## config.mk

```make
export PLATFORM = sky130hd
export DESIGN_NAME = decode_stage_hz
export DESIGN_NICKNAME = d
export VERILOG_FILES = /design/src/rtl/decode_pkg.sv /design/src/rtl/Control_Unit_Top.sv /design/src/rtl/Sign_Extend.sv /design/src/rtl/decode_regfile.sv /design/src/rtl/decode_stage_hz.sv
export SDC_FILE = /design/constraint.sdc
export NUM_CORES = 2
export LEC_CHECK = 0
export BUFFER_PORTS_ARGS = -buffer_cell sky130_fd_sc_hd__buf_2
export CAP_MARGIN = 0
export CORE_UTILIZATION = 30
export DETAILED_ROUTE_END_ITERATION = 10
export HOLD_SLACK_MARGIN = 0.15
export PLACE_DENSITY = 0.58
export SLEW_MARGIN = 20
export SYNTH_ARGS = -nofsm -noshare
export SYNTH_HDL_FRONTEND = slang
export SYNTH_SLANG_ARGS = --single-unit
```

## constraint.sdc

```tcl
create_clock -name clk -period 2.1 [get_ports clk]
set_clock_uncertainty 0.15 [all_clocks]
set_input_delay 0.525 -clock clk [delete_from_list [all_inputs] [get_ports clk]]
set_output_delay 0.525 -clock clk [all_outputs]
set_load 0.02 [all_outputs]
```

## src/rtl/decode_pkg.sv

```systemverilog
// Shared types and defaults for the decode (ID) stage and its ID/EX register.
package decode_pkg;

  localparam int unsigned XLEN_DEF      = 32;
  localparam int unsigned REG_AW_DEF    = 5;
  localparam int unsigned ALUCTRL_W_DEF = 3;

  localparam logic [6:0] OP_LOAD = 7'b0000011;

  typedef struct packed {
    logic                     reg_write;
    logic                     alu_src;
    logic                     mem_write;
    logic                     result_src;
    logic                     branch;
    logic [ALUCTRL_W_DEF-1:0] alu_control;
  } ctrl_e_t;

  localparam ctrl_e_t CTRL_BUBBLE = '0;

endpackage

```

## src/rtl/Control_Unit_Top.sv

```systemverilog
// Main + ALU decoder for the RV32I subset: lw, sw, R-type, I-type ALU, beq.
module Control_Unit_Top (
  input  logic [6:0] Op,
  input  logic [2:0] funct3,
  input  logic       funct7b5,
  output logic       RegWrite,
  output logic [1:0] ImmSrc,
  output logic       ALUSrc,
  output logic       MemWrite,
  output logic       ResultSrc,
  output logic       Branch,
  output logic [2:0] ALUControl
);

  logic [1:0] alu_op;

  always_comb begin
    RegWrite  = 1'b0;
    ImmSrc    = 2'b00;
    ALUSrc    = 1'b0;
    MemWrite  = 1'b0;
    ResultSrc = 1'b0;
    Branch    = 1'b0;
    alu_op    = 2'b00;
    case (Op)
      7'b0000011: begin RegWrite = 1'b1; ALUSrc = 1'b1; ResultSrc = 1'b1; end
      7'b0100011: begin ImmSrc = 2'b01; ALUSrc = 1'b1; MemWrite = 1'b1; end
      7'b0110011: begin RegWrite = 1'b1; alu_op = 2'b10; end
      7'b0010011: begin RegWrite = 1'b1; ALUSrc = 1'b1; alu_op = 2'b10; end
      7'b1100011: begin ImmSrc = 2'b10; Branch = 1'b1; alu_op = 2'b01; end
      default: ;
    endcase
  end

  always_comb begin
    ALUControl = 3'b000;
    case (alu_op)
      2'b01: ALUControl = 3'b001;
      2'b10: begin
        case (funct3)
          // Only R-type (Op[5]=1) with funct7[5] is a subtract; addi ignores bit 30.
          3'b000:  ALUControl = (Op[5] && funct7b5) ? 3'b001 : 3'b000;
          3'b010:  ALUControl = 3'b101;
          3'b110:  ALUControl = 3'b011;
          3'b111:  ALUControl = 3'b010;
          default: ALUControl = 3'b000;
        endcase
      end
      default: ALUControl = 3'b000;
    endcase
  end

endmodule

```

## src/rtl/Sign_Extend.sv

```systemverilog
// Immediate generator: I, S, B and J formats, sign-extended to 32 bits.
module Sign_Extend (
  input  logic [31:7] In,
  input  logic [1:0]  ImmSrc,
  output logic [31:0] Imm_Ext
);

  always_comb begin
    case (ImmSrc)
      2'b00:   Imm_Ext = {{20{In[31]}}, In[31:20]};
      2'b01:   Imm_Ext = {{20{In[31]}}, In[31:25], In[11:7]};
      2'b10:   Imm_Ext = {{19{In[31]}}, In[31], In[7], In[30:25], In[11:8], 1'b0};
      default: Imm_Ext = {{11{In[31]}}, In[31], In[19:12], In[20], In[30:21], 1'b0};
    endcase
  end

endmodule

```

## src/rtl/decode_regfile.sv

```systemverilog
// NREGS x XLEN register file, 2 read / 1 write, x0 reads as zero.
// DECODE_WB_BYPASS_EN: same-cycle writeback data is forwarded to the read ports.
module decode_regfile
  import decode_pkg::*;
#(
  parameter int unsigned XLEN   = XLEN_DEF,
  parameter int unsigned NREGS  = 32,
  parameter int unsigned REG_AW = REG_AW_DEF
) (
  input  logic              clk,
  input  logic              rst,
  input  logic              we,
  input  logic [REG_AW-1:0] waddr,
  input  logic [XLEN-1:0]   wdata,
  input  logic [REG_AW-1:0] raddr1,
  input  logic [REG_AW-1:0] raddr2,
  output logic [XLEN-1:0]   rdata1,
  output logic [XLEN-1:0]   rdata2
);

  logic [XLEN-1:0] mem_q [NREGS];
  logic            wr_en;

  assign wr_en = we && (waddr != '0) && (32'(waddr) < NREGS);

  always_ff @(posedge clk or negedge rst) begin
    if (!rst) begin
      for (int i = 0; i < int'(NREGS); i++) mem_q[i] <= '0;
    end else if (wr_en) begin
      mem_q[waddr] <= wdata;
    end
  end

  function automatic logic [XLEN-1:0] read_port(input logic [REG_AW-1:0] a);
    logic [XLEN-1:0] r;
    r = '0;
    if ((a != '0) && (32'(a) < NREGS)) begin
      r = mem_q[a];
`ifdef DECODE_WB_BYPASS_EN
      if (we && (waddr == a)) r = wdata;
`endif
    end
    return r;
  endfunction

  always_comb rdata1 = read_port(raddr1);
  always_comb rdata2 = read_port(raddr2);

endmodule

```

## src/rtl/decode_stage_hz.sv

```systemverilog
// ID stage with ID/EX register, load-use stall and bubble insertion.
// Optional DECODE_WB_BYPASS_EN enables write-first forwarding in the register file.
module decode_stage_hz
  import decode_pkg::*;
#(
  parameter int unsigned XLEN      = XLEN_DEF,
  parameter int unsigned NREGS     = 32,
  parameter int unsigned REG_AW    = REG_AW_DEF,
  parameter int unsigned ALUCTRL_W = ALUCTRL_W_DEF
) (
  input  logic                 clk,
  input  logic                 rst,
  input  logic [31:0]          InstrD,
  input  logic [XLEN-1:0]      PCD,
  input  logic [XLEN-1:0]      PCPlus4D,
  input  logic                 ValidD,
  input  logic                 RegWriteW,
  input  logic [REG_AW-1:0]    RDW,
  input  logic [XLEN-1:0]      ResultW,
  input  logic                 FlushE,
  output logic                 StallD,
  output logic                 ValidE,
  output logic                 RegWriteE,
  output logic                 ALUSrcE,
  output logic                 MemWriteE,
  output logic                 ResultSrcE,
  output logic                 BranchE,
  output logic [ALUCTRL_W-1:0] ALUControlE,
  output logic [XLEN-1:0]      RD1_E,
  output logic [XLEN-1:0]      RD2_E,
  output logic [XLEN-1:0]      Imm_Ext_E,
  output logic [REG_AW-1:0]    RS1_E,
  output logic [REG_AW-1:0]    RS2_E,
  output logic [REG_AW-1:0]    RD_E,
  output logic [XLEN-1:0]      PCE,
  output logic [XLEN-1:0]      PCPlus4E
);

  logic [REG_AW-1:0] rs1_d, rs2_d, rd_d;
  logic [1:0]        imm_src_d;
  logic [31:0]       imm32_d;
  logic [XLEN-1:0]   imm_d, rd1_d, rd2_d;
  ctrl_e_t           ctrl_dec, ctrl_d, ctrl_q;
  logic              valid_d, valid_q, load_use;
  logic [XLEN-1:0]   rd1_n, rd2_n, imm_n, pc_n, pc4_n;
  logic [XLEN-1:0]   rd1_q, rd2_q, imm_q, pc_q, pc4_q;
  logic [REG_AW-1:0] rs1_n, rs2_n, rd_n, rs1_q, rs2_q, rd_q;

  assign rs1_d = REG_AW'(InstrD[19:15]);
  assign rs2_d = REG_AW'(InstrD[24:20]);
  assign rd_d  = REG_AW'(InstrD[11:7]);

  Control_Unit_Top u_ctrl (
    .Op         (InstrD[6:0]),
    .funct3     (InstrD[14:12]),
    .funct7b5   (InstrD[30]),
    .RegWrite   (ctrl_dec.reg_write),
    .ImmSrc     (imm_src_d),
    .ALUSrc     (ctrl_dec.alu_src),
    .MemWrite   (ctrl_dec.mem_write),
    .ResultSrc  (ctrl_dec.result_src),
    .Branch     (ctrl_dec.branch),
    .ALUControl (ctrl_dec.alu_control)
  );

  Sign_Extend u_sext (
    .In      (InstrD[31:7]),
    .ImmSrc  (imm_src_d),
    .Imm_Ext (imm32_d)
  );

  assign imm_d = XLEN'($signed(imm32_d));

  decode_regfile #(
    .XLEN   (XLEN),
    .NREGS  (NREGS),
    .REG_AW (REG_AW)
  ) u_rf (
    .clk    (clk),
    .rst    (rst),
    .we     (RegWriteW),
    .waddr  (RDW),
    .wdata  (ResultW),
    .raddr1 (rs1_d),
    .raddr2 (rs2_d),
    .rdata1 (rd1_d),
    .rdata2 (rd2_d)
  );

  // A load in EX whose destination is read by the instruction in ID must wait one cycle.
  assign load_use = valid_q && ctrl_q.result_src && ctrl_q.reg_write && (rd_q != '0) &&
                    ValidD && ((rd_q == rs1_d) || (rd_q == rs2_d));
  assign StallD   = load_use && !FlushE;

  always_comb begin
    valid_d = 1'b0;
    ctrl_d  = CTRL_BUBBLE;
    rd1_n   = '0;
    rd2_n   = '0;
    imm_n   = '0;
    rs1_n   = '0;
    rs2_n   = '0;
    rd_n    = '0;
    pc_n    = '0;
    pc4_n   = '0;
    if (!FlushE && !load_use && ValidD) begin
      valid_d = 1'b1;
      ctrl_d  = ctrl_dec;
      rd1_n   = rd1_d;
      rd2_n   = rd2_d;
      imm_n   = imm_d;
      rs1_n   = rs1_d;
      rs2_n   = rs2_d;
      rd_n    = rd_d;
      pc_n    = PCD;
      pc4_n   = PCPlus4D;
    end
  end

  always_ff @(posedge clk or negedge rst) begin
    if (!rst) begin
      valid_q <= 1'b0;
      ctrl_q  <= CTRL_BUBBLE;
      rd1_q   <= '0;
      rd2_q   <= '0;
      imm_q   <= '0;
      rs1_q   <= '0;
      rs2_q   <= '0;
      rd_q    <= '0;
      pc_q    <= '0;
      pc4_q   <= '0;
    end else begin
      valid_q <= valid_d;
      ctrl_q  <= ctrl_d;
      rd1_q   <= rd1_n;
      rd2_q   <= rd2_n;
      imm_q   <= imm_n;
      rs1_q   <= rs1_n;
      rs2_q   <= rs2_n;
      rd_q    <= rd_n;
      pc_q    <= pc_n;
      pc4_q   <= pc4_n;
    end
  end

  assign ValidE      = valid_q;
  assign RegWriteE   = ctrl_q.reg_write;
  assign ALUSrcE     = ctrl_q.alu_src;
  assign MemWriteE   = ctrl_q.mem_write;
  assign ResultSrcE  = ctrl_q.result_src;
  assign BranchE     = ctrl_q.branch;
  assign ALUControlE = ALUCTRL_W'(ctrl_q.alu_control);
  assign RD1_E       = rd1_q;
  assign RD2_E       = rd2_q;
  assign Imm_Ext_E   = imm_q;
  assign RS1_E       = rs1_q;
  assign RS2_E       = rs2_q;
  assign RD_E        = rd_q;
  assign PCE         = pc_q;
  assign PCPlus4E    = pc4_q;

endmodule

```

==> reports/qor.csv <==
metric,value,unit
status,"finished, violations left",
failing checks,setup timing,
Slew @ Worst Pin,0.766,ns
final net count,5159,
Tcrit/Tclk final,144,%
Worst EP arrival,2.34,ns
hold_sp,ValidD,
maximum fanout along the worst path,3,
initial DRC count,3532,
Initial Util,30.2,%
Synth Area in Simple Gates,4.24,%
post-synthesis cell count,4432,
PortBufs,322,
Synth Flop Type,dfrtp_1,
DR pass1 iterations,5,
Tot GR Track Use,20.9,%
count of pins over their slew limit,0,
Clock Tree Root,clkbuf_16,
combinational family with the most area after synthesis,multiplexers,
Mean Syn Cell Area,13.8,sq um
post-synthesis mux area share,36.1,%
worst vdd ir,966,uV
TritonCTS clock tree,done,
post-DR wirelength/cell,27.9,um
total clock sinks,1197,
"commonest non-fill, non-tap cell in the layout",dfrtp_1,
Synth Area in Adders,0,%
Place WS,-0.611,ns
first-pass GRT wire length,316000,um
die area,0.206,sq mm
cts bufs inserted,140,
Final min period,3.01,ns
WHS,0.196,ns
gpl congestion,0.865,
yosys warns,0,
R2R Setup Slk,-0.45,ns
r2r endpoint,PCE[5],
IO Pins,323,
via count of the first global-routing pass,44700,
Vias/cell,5.47,
FF-to-FF path depth,11,
final wirelength,218000,um
number of synthesized register bits,1197,
Antenna Nets Post-Route,0,
sequential share of the synthesized area,49.0,%
P per Cell Area,879,mW/mm^2
RSZ-0062 raised after global routing,true,
Area Growth Syn to Fin,26.6,%
final hold violation count,0,
"commonest non-fill, non-tap cells in the layout","1145 x dfrtp_1, 940 x mux2_2, 516 x mux2i_1",
fmax,0.332,GHz
hold path depth,5,
Worst R2R Start,RD_E[2],
crit path kind,flop to primary output,
CP required,1.42,ns
worst min-delay path class,primary input to flop,
slew margin rel.,48.8,%
synthesized net count,4570,
clk buf depth,3,
CP Capture Type,primary output,
Final setup viols,189,
antenna violations before repair,15,
area fraction in compound gates after synthesis,6.12,%
die width,454,um
Min-Delay Endpoint,ALUControlE[2],
Final Worst Setup Slack,-0.914,ns
crit path launch type,flop,
max_cap viols,0,
asr flop ratio synth,100,%
share of post-route cells with drive strength above 1,48.7,%
vias post-DR,42800,
leak pwr,34.8,nW
clk slew on worst S/H paths,0.06,ns
Synth Area in XOR/XNOR,0.143,%
DRC,0,
htree depth,4,
core area,0.202,sq mm
Mapped Area,0.0612,sq mm
pin count of the biggest net entering global routing,56,
Clock Latency Late Sink,0.80,ns
post-synthesis cell type count,46,
Post-synth EDFFs,0,
Die Height,454,um
grt ovf,0,
row count,165,
hpwl dp,145000,um
-- report_power, final --
part           leakage, nW  internal (mW)  switching (mW)
clock network         2.34           14.7            10.4
registers             15.4           27.0            2.88
logic                 17.1           7.37            5.72
total                 34.8           49.1            19.0
-- cell usage after synthesis (4+ instances only) --
cell	n	area, sq um
nor2_2	4	25.0
o21ai_0	78	390
clkbuf_1	245	920
nor3_1	71	355
nand3_1	67	335
clkbuf_2	8	40.0
mux2i_1	517	5170
buf_2	69	345
dfrtp_1	1197	30000
xor2_1	10	87.6
o21ai_1	50	250
a221oi_1	255	2230
nor3b_1	4	30.0
a22oi_1	65	488
buf_4	55	413
buf_6	51	574
buf_8	10	150
and2_1	94	588
nor2b_1	6	37.5
and4b_1	64	641
mux4_2	256	5770
mux2_1	52	586
buf_1	55	206
nor2_1	93	349
mux2_2	940	10600
a21oi_1	66	330
nand2_1	21	78.8
-- layer usage --
metal,share of wire [%],up-vias,GRT usage [%]
met5,0,-,0
met3,5.7,407,3.42
li1,-,18100,-
met4,4.2,0,8.47
met1,42,22800,26.7
met2,49,1497,35.1
-- registers in the layout, summed over array words and instances (netlist names) --
| signal | count |
|---|---|
| BranchE | 1 |
| RD1_E | 32 |
| ResultSrcE | 1 |
| RD_E | 5 |
| RS1_E | 5 |
| MemWriteE | 1 |
| u_rf.mem_q | 1024 |
| ALUSrcE | 1 |
| RS2_E | 5 |
| Imm_Ext_E | 21 |
| RegWriteE | 1 |
| RD2_E | 32 |
| ALUControlE | 3 |
| PCE | 32 |
| ValidE | 1 |
| PCPlus4E | 32 |
-- worst max path at each step --
| stage | cells after the start | to | startpoint |
|---|---|---|---|
| 3_3_place_gp | 7 | RD2_E[21] | InstrD[21] |
| 4_1_cts | 7 | StallD | RD_E[3] |
| 5_1_grt | 7 | StallD | RD_E[1] |
| 6_report | 7 | StallD | RD_E[1] |
| 3_5_place_dp | 8 | RD1_E[22] | InstrD[17] |
| 2_1_floorplan | 9 | RD1_E[0] | InstrD[17] |
-- per-stage QoR --
step                TNS [ns]  cell area, sq um  std cells  util (%)  total power [mW]
detailed placement   -285.42             69900       7418      34.6              42.7
finish                -58.41             77500       7815      38.3              68.1
floorplan              -2.22             61300       4432         -              38.0
global route          -71.35             77400       7813      38.3              71.0
global placement     -265.38             69900       7417      34.5              42.2
CTS                   -61.47             77200       7812      38.1              68.4
-- area by class of cell --
cell class | instances | area [sq um]
Clock inverter | 57 | 654
Fill cell | 18900 | 125000
Antenna cell | 7 | 17.5
Inverter | 4 | 23.8
Clock buffer | 200 | 4080
Tap cell | 2672 | 3340
Multi-Input combinational cell | 2737 | 29200
Timing Repair Buffer | 941 | 10100
Sequential cell | 1197 | 30000
-- repair_timing --
action | 4_1_cts | 5_1_grt
hold buffers | 88 | 1
pin swaps | 65 | 86
endpoints found under the setup margin | 238 | 217
endpoints found under the hold margin | 1266 | 2
setup buffers | 35 | 17
resized for setup | 267 | 157
cloned | 17 | 4
-- cell families (layout without fill, tap and decap cells) --
kind of cell              after synthesis  after routing
AOI/OAI and AO/OA                     519            519
xor gates and xnor gates               10             10
buffers and inverters                 498           1202
DFF                                  1197           1197
muxes                                1765           1765
other                                   0              7
and+or+nand+nor                       443            443
-- worst max-delay path, stage by stage, from the launching register on --
cell and delay [ns]:
dfrtp_2 0.44, buf_12 0.15, xor2_2 0.14, nor2_1 0.07, a22oi_2 0.38, buf_4 0.20, nor3_4 0.03, buf_6 0.12
Note: power is estimated with default switching activity, not from simulation.
